**src/rtl/timebase_ctrl_if.sv**
```systemverilog
`default_nettype none
// ============================================================================
// timebase_ctrl_if : control/config/strobe bundle for timebase_ctrl
// TIMEBASE_ONESHOT_EN adds the oneshot request line.   Rev 1.0
// ============================================================================
interface timebase_ctrl_if #(
  parameter int unsigned TICK_W = 24
);
  logic              start;
  logic              stop;
`ifdef TIMEBASE_ONESHOT_EN
  logic              oneshot;
`endif
  logic              cfg_valid;
  logic [TICK_W-1:0] cfg_period;
  logic              cfg_ready;
  logic              pix_en;
  logic              tick;
  logic              tick_sq;
  logic              running;
  logic [TICK_W-1:0] cur_period;

`ifdef TIMEBASE_ONESHOT_EN
  modport master (
    output start, stop, oneshot, cfg_valid, cfg_period,
    input  cfg_ready, pix_en, tick, tick_sq, running, cur_period
  );
  modport slave (
    input  start, stop, oneshot, cfg_valid, cfg_period,
    output cfg_ready, pix_en, tick, tick_sq, running, cur_period
  );
`else
  modport master (
    output start, stop, cfg_valid, cfg_period,
    input  cfg_ready, pix_en, tick, tick_sq, running, cur_period
  );
  modport slave (
    input  start, stop, cfg_valid, cfg_period,
    output cfg_ready, pix_en, tick, tick_sq, running, cur_period
  );
`endif
endinterface
`default_nettype wire

```
**src/rtl/timebase_ctrl.sv**
```systemverilog
`default_nettype none
// ============================================================================
// timebase_ctrl : free-running pix_en prescaler plus run/stop tick generator
// with a valid/ready period port. Macro TIMEBASE_ONESHOT_EN enables one-tick runs.
// Rev 1.0
// ============================================================================
module timebase_ctrl #(
  parameter int unsigned PIX_DIV  = 4,
  parameter int unsigned TICK_W   = 24,
  parameter int unsigned TICK_DEF = 2500000
) (
  input  logic           clk,
  input  logic           rst_n,
  timebase_ctrl_if.slave bus
);

  localparam int unsigned         c_PDIV_W    = (PIX_DIV > 2) ? $clog2(PIX_DIV) : 1;
  localparam logic [c_PDIV_W-1:0] c_PDIV_LAST = c_PDIV_W'(PIX_DIV - 1);
  localparam logic [c_PDIV_W-1:0] c_PDIV_PRE  = c_PDIV_W'(PIX_DIV - 2);
  localparam logic [c_PDIV_W-1:0] c_PDIV_ONE  = c_PDIV_W'(1);
  localparam logic [TICK_W-1:0]   c_TICK_DEF  = TICK_W'(TICK_DEF);
  localparam logic [TICK_W-1:0]   c_ONE       = TICK_W'(1);

  typedef enum logic [0:0] {
    ST_IDLE = 1'b0,
    ST_RUN  = 1'b1
  } state_t;

  state_t              r_state;
  state_t              w_state_n;
  logic [c_PDIV_W-1:0] r_pdiv;
  logic [c_PDIV_W-1:0] w_pdiv_n;
  logic                r_pix_en;
  logic                w_pix_n;
  logic [TICK_W-1:0]   r_tick_cnt;
  logic [TICK_W-1:0]   w_cnt_n;
  logic [TICK_W-1:0]   r_cur_period;
  logic [TICK_W-1:0]   w_period_n;
  logic [TICK_W-1:0]   r_pend_period;
  logic [TICK_W-1:0]   w_pend_period_n;
  logic                r_pending;
  logic                w_pending_n;
  logic                r_cfg_ready;
  logic                r_tick;
  logic                w_tick_n;
  logic                r_tick_sq;
  logic                w_tick_sq_n;
  logic                w_accept;
  logic                w_apply;
  logic                w_oneshot_done;

`ifdef TIMEBASE_ONESHOT_EN
  logic r_oneshot;

  // Tracks the request line while idle so the value sampled with start is held for the run.
  always_ff @(posedge clk) begin
    if (!rst_n) begin
      r_oneshot <= 1'b0;
    end else if (r_state == ST_IDLE) begin
      r_oneshot <= bus.oneshot;
    end
  end

  assign w_oneshot_done = r_oneshot & r_tick;
`else
  assign w_oneshot_done = 1'b0;
`endif

  always_ff @(posedge clk) begin
    if (!rst_n) begin
      r_state <= ST_IDLE;
    end else begin
      r_state <= w_state_n;
    end
  end

  always_comb begin
    w_state_n = r_state;
    case (r_state)
      ST_IDLE: if (bus.start && !bus.stop) w_state_n = ST_RUN;
      ST_RUN:  if (bus.stop || w_oneshot_done) w_state_n = ST_IDLE;
      default: w_state_n = ST_IDLE;
    endcase
  end

  // Outputs are registered, so each one is loaded from the value it must show next cycle.
  always_comb begin
    w_pdiv_n        = (r_pdiv == c_PDIV_LAST) ? '0 : r_pdiv + c_PDIV_ONE;
    w_pix_n         = (r_pdiv == c_PDIV_PRE);
    w_accept        = bus.cfg_valid && r_cfg_ready;
    w_apply         = r_pending && ((r_state == ST_IDLE) || r_tick);
    w_pend_period_n = r_pend_period;
    if (w_accept) begin
      w_pend_period_n = (bus.cfg_period == '0) ? c_ONE : bus.cfg_period;
    end
    w_pending_n = r_pending;
    if (w_accept) begin
      w_pending_n = 1'b1;
    end else if (w_apply) begin
      w_pending_n = 1'b0;
    end
    w_period_n = w_apply ? r_pend_period : r_cur_period;

    w_cnt_n = '0;
    if ((r_state == ST_RUN) && (w_state_n == ST_RUN)) begin
      if (r_pix_en) begin
        w_cnt_n = r_tick ? '0 : r_tick_cnt + c_ONE;
      end else begin
        w_cnt_n = r_tick_cnt;
      end
    end

    w_tick_n = (w_state_n == ST_RUN) && w_pix_n && (w_cnt_n == w_period_n - c_ONE);

    w_tick_sq_n = r_tick_sq;
    if (w_state_n == ST_IDLE) begin
      w_tick_sq_n = 1'b0;
    end else if (w_tick_n) begin
      w_tick_sq_n = ~r_tick_sq;
    end
  end

  always_ff @(posedge clk) begin
    if (!rst_n) begin
      r_pdiv        <= '0;
      r_pix_en      <= 1'b0;
      r_tick_cnt    <= '0;
      r_cur_period  <= c_TICK_DEF;
      r_pend_period <= c_TICK_DEF;
      r_pending     <= 1'b0;
      r_cfg_ready   <= 1'b1;
      r_tick        <= 1'b0;
      r_tick_sq     <= 1'b0;
    end else begin
      r_pdiv        <= w_pdiv_n;
      r_pix_en      <= w_pix_n;
      r_tick_cnt    <= w_cnt_n;
      r_cur_period  <= w_period_n;
      r_pend_period <= w_pend_period_n;
      r_pending     <= w_pending_n;
      r_cfg_ready   <= ~w_pending_n;
      r_tick        <= w_tick_n;
      r_tick_sq     <= w_tick_sq_n;
    end
  end

  assign bus.pix_en     = r_pix_en;
  assign bus.tick       = r_tick;
  assign bus.tick_sq    = r_tick_sq;
  assign bus.running    = (r_state == ST_RUN);
  assign bus.cfg_ready  = r_cfg_ready;
  assign bus.cur_period = r_cur_period;

endmodule
`default_nettype wire

```
**src/flat_wrapper.sv**
```systemverilog
// flat-port wrapper written by rule: the top's interface ports become plain ports
module timebase_ctrl_flat 
#(
  parameter int unsigned PIX_DIV  = 4,
  parameter int unsigned TICK_W   = 24,
  parameter int unsigned TICK_DEF = 2500000
)
  (clk, rst_n, bus_start, bus_stop, bus_cfg_valid, bus_cfg_period, bus_cfg_ready, bus_pix_en, bus_tick, bus_tick_sq, bus_running, bus_cur_period);
  timebase_ctrl_if #(.TICK_W(TICK_W)) bus_i ();
  input  logic clk;
  input  logic rst_n;
  input wire logic [$bits(bus_i.start)-1:0] bus_start;
  input wire logic [$bits(bus_i.stop)-1:0] bus_stop;
  input wire logic [$bits(bus_i.cfg_valid)-1:0] bus_cfg_valid;
  input wire logic [$bits(bus_i.cfg_period)-1:0] bus_cfg_period;
  output wire logic [$bits(bus_i.cfg_ready)-1:0] bus_cfg_ready;
  output wire logic [$bits(bus_i.pix_en)-1:0] bus_pix_en;
  output wire logic [$bits(bus_i.tick)-1:0] bus_tick;
  output wire logic [$bits(bus_i.tick_sq)-1:0] bus_tick_sq;
  output wire logic [$bits(bus_i.running)-1:0] bus_running;
  output wire logic [$bits(bus_i.cur_period)-1:0] bus_cur_period;
  assign bus_i.start = bus_start;
  assign bus_i.stop = bus_stop;
  assign bus_i.cfg_valid = bus_cfg_valid;
  assign bus_i.cfg_period = bus_cfg_period;
  assign bus_cfg_ready = bus_i.cfg_ready;
  assign bus_pix_en = bus_i.pix_en;
  assign bus_tick = bus_i.tick;
  assign bus_tick_sq = bus_i.tick_sq;
  assign bus_running = bus_i.running;
  assign bus_cur_period = bus_i.cur_period;
  timebase_ctrl #(.PIX_DIV(PIX_DIV), .TICK_W(TICK_W), .TICK_DEF(TICK_DEF)) u_core (.clk(clk), .rst_n(rst_n), .bus(bus_i));
endmodule
```
**config.mk**
```make
export PLATFORM = sky130hd
export DESIGN_NAME = timebase_ctrl_flat
export DESIGN_NICKNAME = d
export VERILOG_FILES = /design/src/rtl/timebase_ctrl_if.sv /design/src/rtl/timebase_ctrl.sv /design/src/flat_wrapper.sv
export SDC_FILE = /design/constraint.sdc
export NUM_CORES = 1
export LEC_CHECK = 0
export BUFFER_PORTS_ARGS = -buffer_cell sky130_fd_sc_hd__buf_2
export CAP_MARGIN = 20
export CORE_MARGIN = 2
export CORE_UTILIZATION = 58
export CTS_CLUSTER_SIZE = 25
export DETAILED_ROUTE_END_ITERATION = 7
export PLACE_DENSITY = 0.8
export SLEW_MARGIN = 5
export SYNTH_ARGS = -nofsm -noshare
export SYNTH_HDL_FRONTEND = slang
export SYNTH_SLANG_ARGS = --single-unit
```
**constraint.sdc**
```tcl
create_clock -name clk -period 4.9 [get_ports clk]
set_clock_uncertainty 0.2 [all_clocks]
set_input_delay 0.245 -clock clk [delete_from_list [all_inputs] [get_ports clk]]
set_output_delay 0.245 -clock clk [all_outputs]
set_load 0.05 [all_outputs]
```
[Yosys cells after proc, flatten, opt, wreduce, memory -nomap -nowiden]
Cells that the tools add are included.
Cells by class
  add/subtract/negate cells: 3
  bitwise logic cells: 4
  equal/unequal tests: 3
  muxes and demuxes: 10
  reduce and logical (&&, ||, !) cells: 11
Operator list (number)
  $mux 24: 5
  $add 24x1->24 const B: 1
  $eq 24x24->1: 1
  $logic_not 24->1: 1
  $sub 24x1->24 const B: 1
  $logic_and 1x1->1: 6
  $eq 2x2->1 const B: 2
  $mux 1: 4
  $not 1->1: 4
  $add 2x1->2 const B: 1
  $pmux 1 s2: 1
  $reduce_and 2->1: 1
  $reduce_or 2->1: 1
  $logic_not 1->1: 1
  $logic_or 1x1->1: 1
Storage, ports and cells
  logic and storage cells: 41
  input port bits: 29
  flip-flop bits (word level): 80
  output and inout port bits: 29

[Longest topological paths before layout]
Gate-level depths: netlist (run 1).
  depth after elaboration: 8
  depth in mapped cells: 17
  depth with buffers taken out: 14

[Worst setup path before layout (run 1)]
Ideal clock, no wire load.
  path kind: register -> register
  start: register u_core.r_state, in the netlist u_core.bus.running
  end: register u_core.r_tick_sq, in the netlist u_core.bus.tick_sq
  setup time: 0.070 ns
  clock period less this slack: 4.648 ns
  data required time: 4.630 ns
  buffers on the path: 3
  slack: 0.252 ns
  data arrival time: 4.378 ns
  stages on the path, launching flop included: 18
  cells stage by stage: dfxtp_1 > nand2b_1 > buf_2 > nand2_1 > buf_1 > clkbuf_1 > mux2i_1 > ha_1 > nor4b_1 > nand3b_1 > or4_1 > o211ai_2 > mux2i_1 > o22a_1 > o21ai_0 > o211ai_1 > or4_1 > a21boi_1
On the way
  longest elaborated chain between the ends: 7
  elaborated cells between the ends (all ways): 12
  classes of those cells: 1 x add/sub; 1 x eq/ne; 3 x mux; 1 x bitwise; 6 x reduce/logical
Ends and longest elaborated chain
  from (decl): RTL line timebase_ctrl.sv:29  | state_t r_state;
  from (signal assigned): RTL line timebase_ctrl.sv:73  | r_state <= w_state_n;
  $not 1->1: RTL line timebase_ctrl.sv:79, timebase_ctrl.sv:91
  $logic_or 1x1->1: RTL line timebase_ctrl.sv:91  | w_apply = r_pending && ((r_state == ST_IDLE) || r_tick);
  $logic_and 1x1->1: RTL line timebase_ctrl.sv:91
  $mux 24: RTL line timebase_ctrl.sv:102  | w_period_n = w_apply ? r_pend_period : r_cur_period;
  $sub 24x1->24: RTL line timebase_ctrl.sv:113  | w_tick_n = (w_state_n == ST_RUN) && w_pix_n && (w_cnt_n == w_period_n - c_ONE);
  $eq 24x24->1: RTL line timebase_ctrl.sv:113
  $logic_and 1x1->1: RTL line timebase_ctrl.sv:113
  to (signal assigned): RTL line timebase_ctrl.sv:143  | r_tick_sq <= w_tick_sq_n;
  to (decl): RTL line timebase_ctrl.sv:46  | logic r_tick_sq;
Parallel ways exist; a longest one is shown, timed or not.
A chain may end at the register's enable or synchronous reset.

[Final worst setup path (run 1)]
  start: register u_core.r_tick, in the netlist u_core.bus.tick
  end: register u_core.r_tick_sq, in the netlist u_core.bus.tick_sq
On the way
  longest elaborated chain between the ends: 6
  elaborated cells between the ends (all ways): 9
  classes of those cells: 1 x add/sub; 1 x eq/ne; 4 x mux; 3 x reduce/logical
Ends and longest elaborated chain
  from (decl): RTL line timebase_ctrl.sv:44  | logic r_tick;
  from (signal assigned): RTL line timebase_ctrl.sv:142  | r_tick <= w_tick_n;
  $logic_or 1x1->1: RTL line timebase_ctrl.sv:91
  $logic_and 1x1->1: RTL line timebase_ctrl.sv:91
  $mux 24: RTL line timebase_ctrl.sv:102
  $sub 24x1->24: RTL line timebase_ctrl.sv:113
  $eq 24x24->1 *: RTL line timebase_ctrl.sv:113
  $logic_and 1x1->1 *: RTL line timebase_ctrl.sv:113
Every way passes the cells marked *; elsewhere a longest branch is shown, timed or not.

==> results of run 1 <==
## final cells by class
type / instances / area (um2)
well taps: 99 / 124
flip-flops and latches: 80 / 1600
clock buffers: 9 / 124
multi-input cells: 453 / 2740
clock inverters: 7 / 57.6
fillers: 611 / 2110
inverters: 6 / 22.5
repair buffers: 89 / 591
## where the power goes
group	internal [uW]	switching, uW	total, uW
Combinational	92.3	138	231
Sequential	674	33.6	707
Clock	194	271	465
## worst max-delay path by stage
stage | start | end | slack [ps] | cells after the start
detailed placement | u_core.bus.tick | u_core.bus.tick_sq | 600 | 13
CTS | u_core.bus.tick | u_core.bus.tick_sq | 560 | 13
global placement | u_core.bus.tick | u_core.bus.tick_sq | 830 | 13
finish | u_core.bus.tick | u_core.bus.tick_sq | 510 | 13
global route | u_core.bus.running | u_core.bus.tick_sq | 190 | 14
floorplan | u_core.bus.running | u_core.bus.tick_sq | 250 | 17
## repair_timing
item                                   4_1_cts  5_1_grt
endpoints found under the hold margin       25        0
hold buffers                                26        0
gates resized for setup                      0        0
## cells in the final DEF, fill, tap and decap left out, types with 4 or more instances in the layout
cell	count
nand2_1	103
dfxtp_1	80
nor2_1	58
buf_2	57
xnor2_1	37
a21oi_1	31
nand3_1	30
dlygate4sd3_1	26
xor2_1	25
nor3_1	21
mux2i_1	16
nor4_1	16
o21ai_0	15
nand4_1	13
clkbuf_8	9
nand2b_1	8
and4_1	7
inv_6	6
buf_4	6
inv_1	5
and2_1	4
and3_1	4
or4_1	4
nor3_2	4
o211ai_1	4
ha_1	4
## metal layers
layer / GRT usage / up-vias
met1: 0.362 / 2014
met5: 0 / -
li1: - / 2128
met4: 0.0796 / 0
met3: 0.0534 / 23
met2: 0.502 / 152
## state kept, by name, summed over array words and instances (netlist names)
name                   flops
u_core.bus.cur_period     24
u_core.bus.pix_en          1
u_core.bus.tick            1
u_core.bus.running         1
u_core.r_pdiv              2
u_core.r_pend_period      24
u_core.r_tick_cnt         24
u_core.bus.cfg_ready       1
u_core.r_pending           1
u_core.bus.tick_sq         1
## metrics by stage
| step | utilization | area [um2] |
|---|---|---|
| detailed placement | 0.653 | 4820 |
| finish | 0.713 | 5260 |
| CTS | 0.713 | 5260 |
| floorplan | - | 4470 |
| global route | 0.713 | 5260 |
| global placement | 0.653 | 4820 |
## cell families after synthesis
kind of cell,Yosys count,synth area share
DFF,80,0.359
AOI/OAI and AO/OA,76,0.109
xor gates and xnor gates,63,0.127
buffers and inverters,33,0.0286
adders and majority gates,4,0.0112
and+or+nand+nor,292,0.322
muxes,18,0.0434
==> run summary, run 1 <==
Status -> complete, no violations
Shortest period the worst path allows -> 4390 ps
Hold wc startpoint -> rst_n
Core Footprint -> 7370 um2
Crit. End Element -> flip-flop
Initial drt markers -> 274
Post-DP HPWL -> 8.40 mm
Dpl cells -> 701
DRC errors left -> 0
Post-synth top area share -> 0.359
Slowest-stage cell, CP -> or4_1
Max Root-Sink Buffers -> 2
Total Wirelength -> 11.8 mm
DR WL met3 -> 696 um
CTS clk-pin slew, worst paths -> 100 ps
Hold Path Stages -> 2
Max layer used -> met4
Number of max-cap violations -> 0
Synth area leaders -> dfxtp_1 (36%), nand2_1 (8.7%), xnor2_1 (7.3%), xor2_1 (4.9%), nor2_1 (4.9%)
DR pass1 iterations -> 7
Initial antenna violation count -> 0
Synthesized flop and latch total -> 80
GR Util All Layers -> 0.287
Num CTS Buffers -> 9
Final hold viol count -> 0
Root Buffer -> clkbuf_8
Die extent in x -> 91.8 um
Post-Syn Area -> 4470 um2
Routed len/inst -> 15.9 um
Max transition margin -> 0.491
Ys Warns -> 0
Tot Pwr -> 1400 uW
Largest stage delay on the critical path -> 500 ps
Post-route ant nets -> 0
Hold Crit Endpoint -> u_core.bus.cur_period[5]
Maximum vdd ir drop -> 0.225 mV
Vias in the first global route -> 4090
H-tree depth -> 3
First-pass GRT wire length -> 19.6 mm
Reg2Reg Depth -> 13
Ratio of cells with drive above 1 in the final layout -> 0.148
RSZ-0062 raised after global routing -> false
Post-synth cell types -> 60
Nets -> 672
WP data required -> 4990 ps
Count of final setup violators -> 0
Kind of critical path -> flip-flop to flip-flop
Row Count -> 31
Top-count cell post-synth -> nand2_1
Min-Delay Path Class -> input pin to flip-flop
Syn Area/Cell -> 7.89 um2
Setup Buffers After CTS -> 0
PD cells -> 267 nW/um2
Crit-path max FO -> 8
Initial Util -> 0.606
RR Endpoint -> u_core.bus.tick_sq
CTS tree -> done
IO buf count -> 57
Fin crit share -> 0.896
Die footprint -> 8420 um2
Worst Path Buf+Inv -> 0
Post-synth net total -> 599
Top post-synthesis cells by count -> nand2_1 (103), dfxtp_1 (80), nor2_1 (58)
Reg2reg start -> u_core.bus.tick
Cell Count, Final, Fillers Out -> 743
DR vias -> 4317
I/O pin count -> 58
Clock sink total -> 80
Largest net degree at the start of global routing -> 39
Worst-path cell chain -> nand2b_1, nand2_1, mux2i_1, ha_1, nor4b_1, nand3b_1, o32ai_2, nand2_1, xor2_1, a211o_1, o211a_1, or4_1, a21boi_1
R2r setup slk -> 510 ps
Leak pwr -> 0.00204 uW
Highest Clock Rate -> 0.228 GHz
Final worst setup slack -> 508 ps
Synth area leader -> dfxtp_1
Most frequent cell on the critical path -> nand2_1
Area growth syn-to-layout -> 17.7%
Worst slew pin tran -> 757 ps
Synth Instances -> 566
TNS Setup -> 0 ps
Hold Slack -> 65.1 ps
Skew-Pair Late Insertion Delay -> 370 ps
N_diodes -> 0
Place WS -> 595 ps
Die Ht -> 91.8 um
Arrival @ worst endpoint -> 4480 ps
GR Overflow Total -> 0
CP top delay family -> simple AND/OR/NAND/NOR gates
WL met2 -> 5.79 mm
Max Transition Viols Final -> 0
Number of synthesized flops with an enable pin -> 0
FFs w/ async S/R, synth -> 0
CP startpoint kind -> flip-flop
Vias per inst -> 5.81
Dominant synthesized flop cell -> dfxtp_1
Metal-1 WL -> 5.10 mm
Seq/Total Area, Yosys -> 0.359
RD Place Congestion -> 0.929
Note: power is estimated with default switching activity, not from simulation.
==> run 2, diff against run 1 <==
--- a/config.mk
+++ b/config.mk
@@ -8,10 +8,12 @@
 export BUFFER_PORTS_ARGS = -buffer_cell sky130_fd_sc_hd__buf_2
 export CAP_MARGIN = 20
 export CORE_MARGIN = 2
-export CORE_UTILIZATION = 58
+export CORE_UTILIZATION = 60
+export CTS_BUF_LIST = sky130_fd_sc_hd__clkbuf_8
 export CTS_CLUSTER_SIZE = 25
 export DETAILED_ROUTE_END_ITERATION = 7
-export PLACE_DENSITY = 0.8
+export HOLD_SLACK_MARGIN = 0.05
+export PLACE_DENSITY = 0.82
 export SLEW_MARGIN = 5
 export SYNTH_ARGS = -nofsm -noshare
 export SYNTH_HDL_FRONTEND = slang
==> run 2 against run 1 <==
First-iteration DRC count decreased by 2.6%. Register-to-register slack got worse by 190 ps. Setup slack got worse by 190 ps. Highest routed layer unchanged.
==> run summary, run 2 (same netlist as run 1, synthesis figures left out) <==
Reg2Reg Depth -> 14
# fillers -> 560
Die footprint -> 8150 um2
Post-route ant nets -> 0
Maximum vdd ir drop -> 0.180 mV
Arrival @ worst endpoint -> 4650 ps
RD Place Congestion -> 0.979
Area growth syn-to-layout -> 18.4%
Multi-input logic area -> 2740 um2
Row Count -> 31
Cts hold-fix bufs -> 26
CP startpoint kind -> flip-flop
Root Buffer -> clkbuf_8
Hold Slack -> 79.7 ps
Routed len/inst -> 16.1 um
Most common cell after layout, fill and taps aside -> nand2_1
WP data required -> 4980 ps
Ratio of cells with drive above 1 in the final layout -> 0.146
Tot Pwr -> 1470 uW
Clock sink total -> 80
Crit. End Element -> flip-flop
IO buf count -> 57
Initial Util -> 0.619
GR Util All Layers -> 0.299
Die Ht -> 90.3 um
Initial antenna violation count -> 0
Min-Delay Path Class -> input pin to flip-flop
CTS resizes -> 0
Reg2reg start -> u_core.bus.running
Worst setup path endpoint -> u_core.bus.tick_sq
Vias per inst -> 5.89
I/O pin count -> 58
Fin crit share -> 0.934
Max Transition Viols Final -> 0
Core Footprint -> 7210 um2
Shortest period the worst path allows -> 4580 ps
N_diodes -> 0
Dpl cells -> 701
R2r setup slk -> 320 ps
H-tree depth -> 3
Worst slew pin tran -> 781 ps
Total Wirelength -> 12.0 mm
CTS tree -> done
Crit path launch -> u_core.bus.running
Num CTS Buffers -> 9
DR vias -> 4379
Nets -> 672
RSZ-0062 raised after global routing -> false
DR pass1 iterations -> 5
DRC errors left -> 0
Leak pwr -> 0.00206 uW
GR Overflow Total -> 0
Register area -> 1600 um2
PD cells -> 277 nW/um2
Initial drt markers -> 267
Number of max-cap violations -> 0
Max Root-Sink Buffers -> 2
Skew-Pair Late Insertion Delay -> 360 ps
Post-DP HPWL -> 8.33 mm
Die extent in x -> 90.3 um
Fin util -> 0.733
Highest Clock Rate -> 0.218 GHz
TNS Setup -> 0 ps
Kind of critical path -> flip-flop to flip-flop
Final hold viol count -> 0
Most frequent cells in the layout -> nand2_1 (103), dfxtp_1 (80), nor2_1 (58)
Crit-path max FO -> 8
Setup Buffers After CTS -> 0
CTS clk-pin slew, worst paths -> 90 ps
Max transition margin -> 0.479
RR Endpoint -> u_core.bus.tick_sq
First-pass GRT wire length -> 20.0 mm
Count of final setup violators -> 0
Cell Count, Final, Fillers Out -> 743
Vias in the first global route -> 4237
Largest net degree at the start of global routing -> 39
Status -> complete, no violations
-- run 2: stage by stage --
stage	cell area [um2]	setup WS, ps
final	5290	322
after global placement	4820	836
after CTS	5290	423
after floorplan	4470	252
after detailed placement	4820	487
after global routing	5290	87.5
-- run 2: area by class of cell --
class,instances,area share
sequential,80,0.303
clock buffer,9,0.0234
clock inverter,7,0.0166
timing repair buffer,89,0.112
multi-input combinational,453,0.518
inverter,6,0.00426
tap,99,0.0234
-- run 2: worst min path at each step --
stage	endpoint	slack [ps]	startpoint	cells past startpoint
6_report	u_core.bus.cur_period[13]	80	rst_n	2
5_1_grt	u_core.bus.cur_period[7]	80	rst_n	2
4_1_cts	u_core.bus.cur_period[13]	60	rst_n	2
3_5_place_dp	u_core.r_pdiv[0]	250	u_core.r_pdiv[0]	1
3_3_place_gp	u_core.r_pdiv[0]	220	u_core.r_pdiv[0]	1
2_1_floorplan	u_core.bus.running	130	bus_stop	1
-- run 2: where the power goes --
| group | switching [uW] | internal (uW) | leakage, uW |
|---|---|---|---|
| Clock | 241 | 283 | 0.000114 |
| Combinational | 141 | 92.6 | 0.00130 |
| Sequential | 34.2 | 674 | 0.000652 |
-- run 2: worst max-delay path, cell delays in order (launching register included) --
cell and delay, ps:
dfxtp_1 440, nand2b_1 250, nand2_1 210, mux2i_1 400, ha_1 330, nor4b_1 490
nand3b_1 250, or4_1 460, o211ai_2 120, mux2i_1 110, o22a_1 190, o21ai_0 200
o211ai_1 160, or4_1 500, a21boi_1 170
-- run 2: routing by layer --
| metal | routed length [um] | vias up | global-route usage |
|---|---|---|---|
| li1 | - | 2136 | - |
| met1 | 4980 | 2017 | 0.376 |
| met2 | 5900 | 197 | 0.509 |
| met3 | 804 | 29 | 0.0526 |
| met4 | 279 | 0 | 0.121 |
| met5 | 0 | - | 0 |
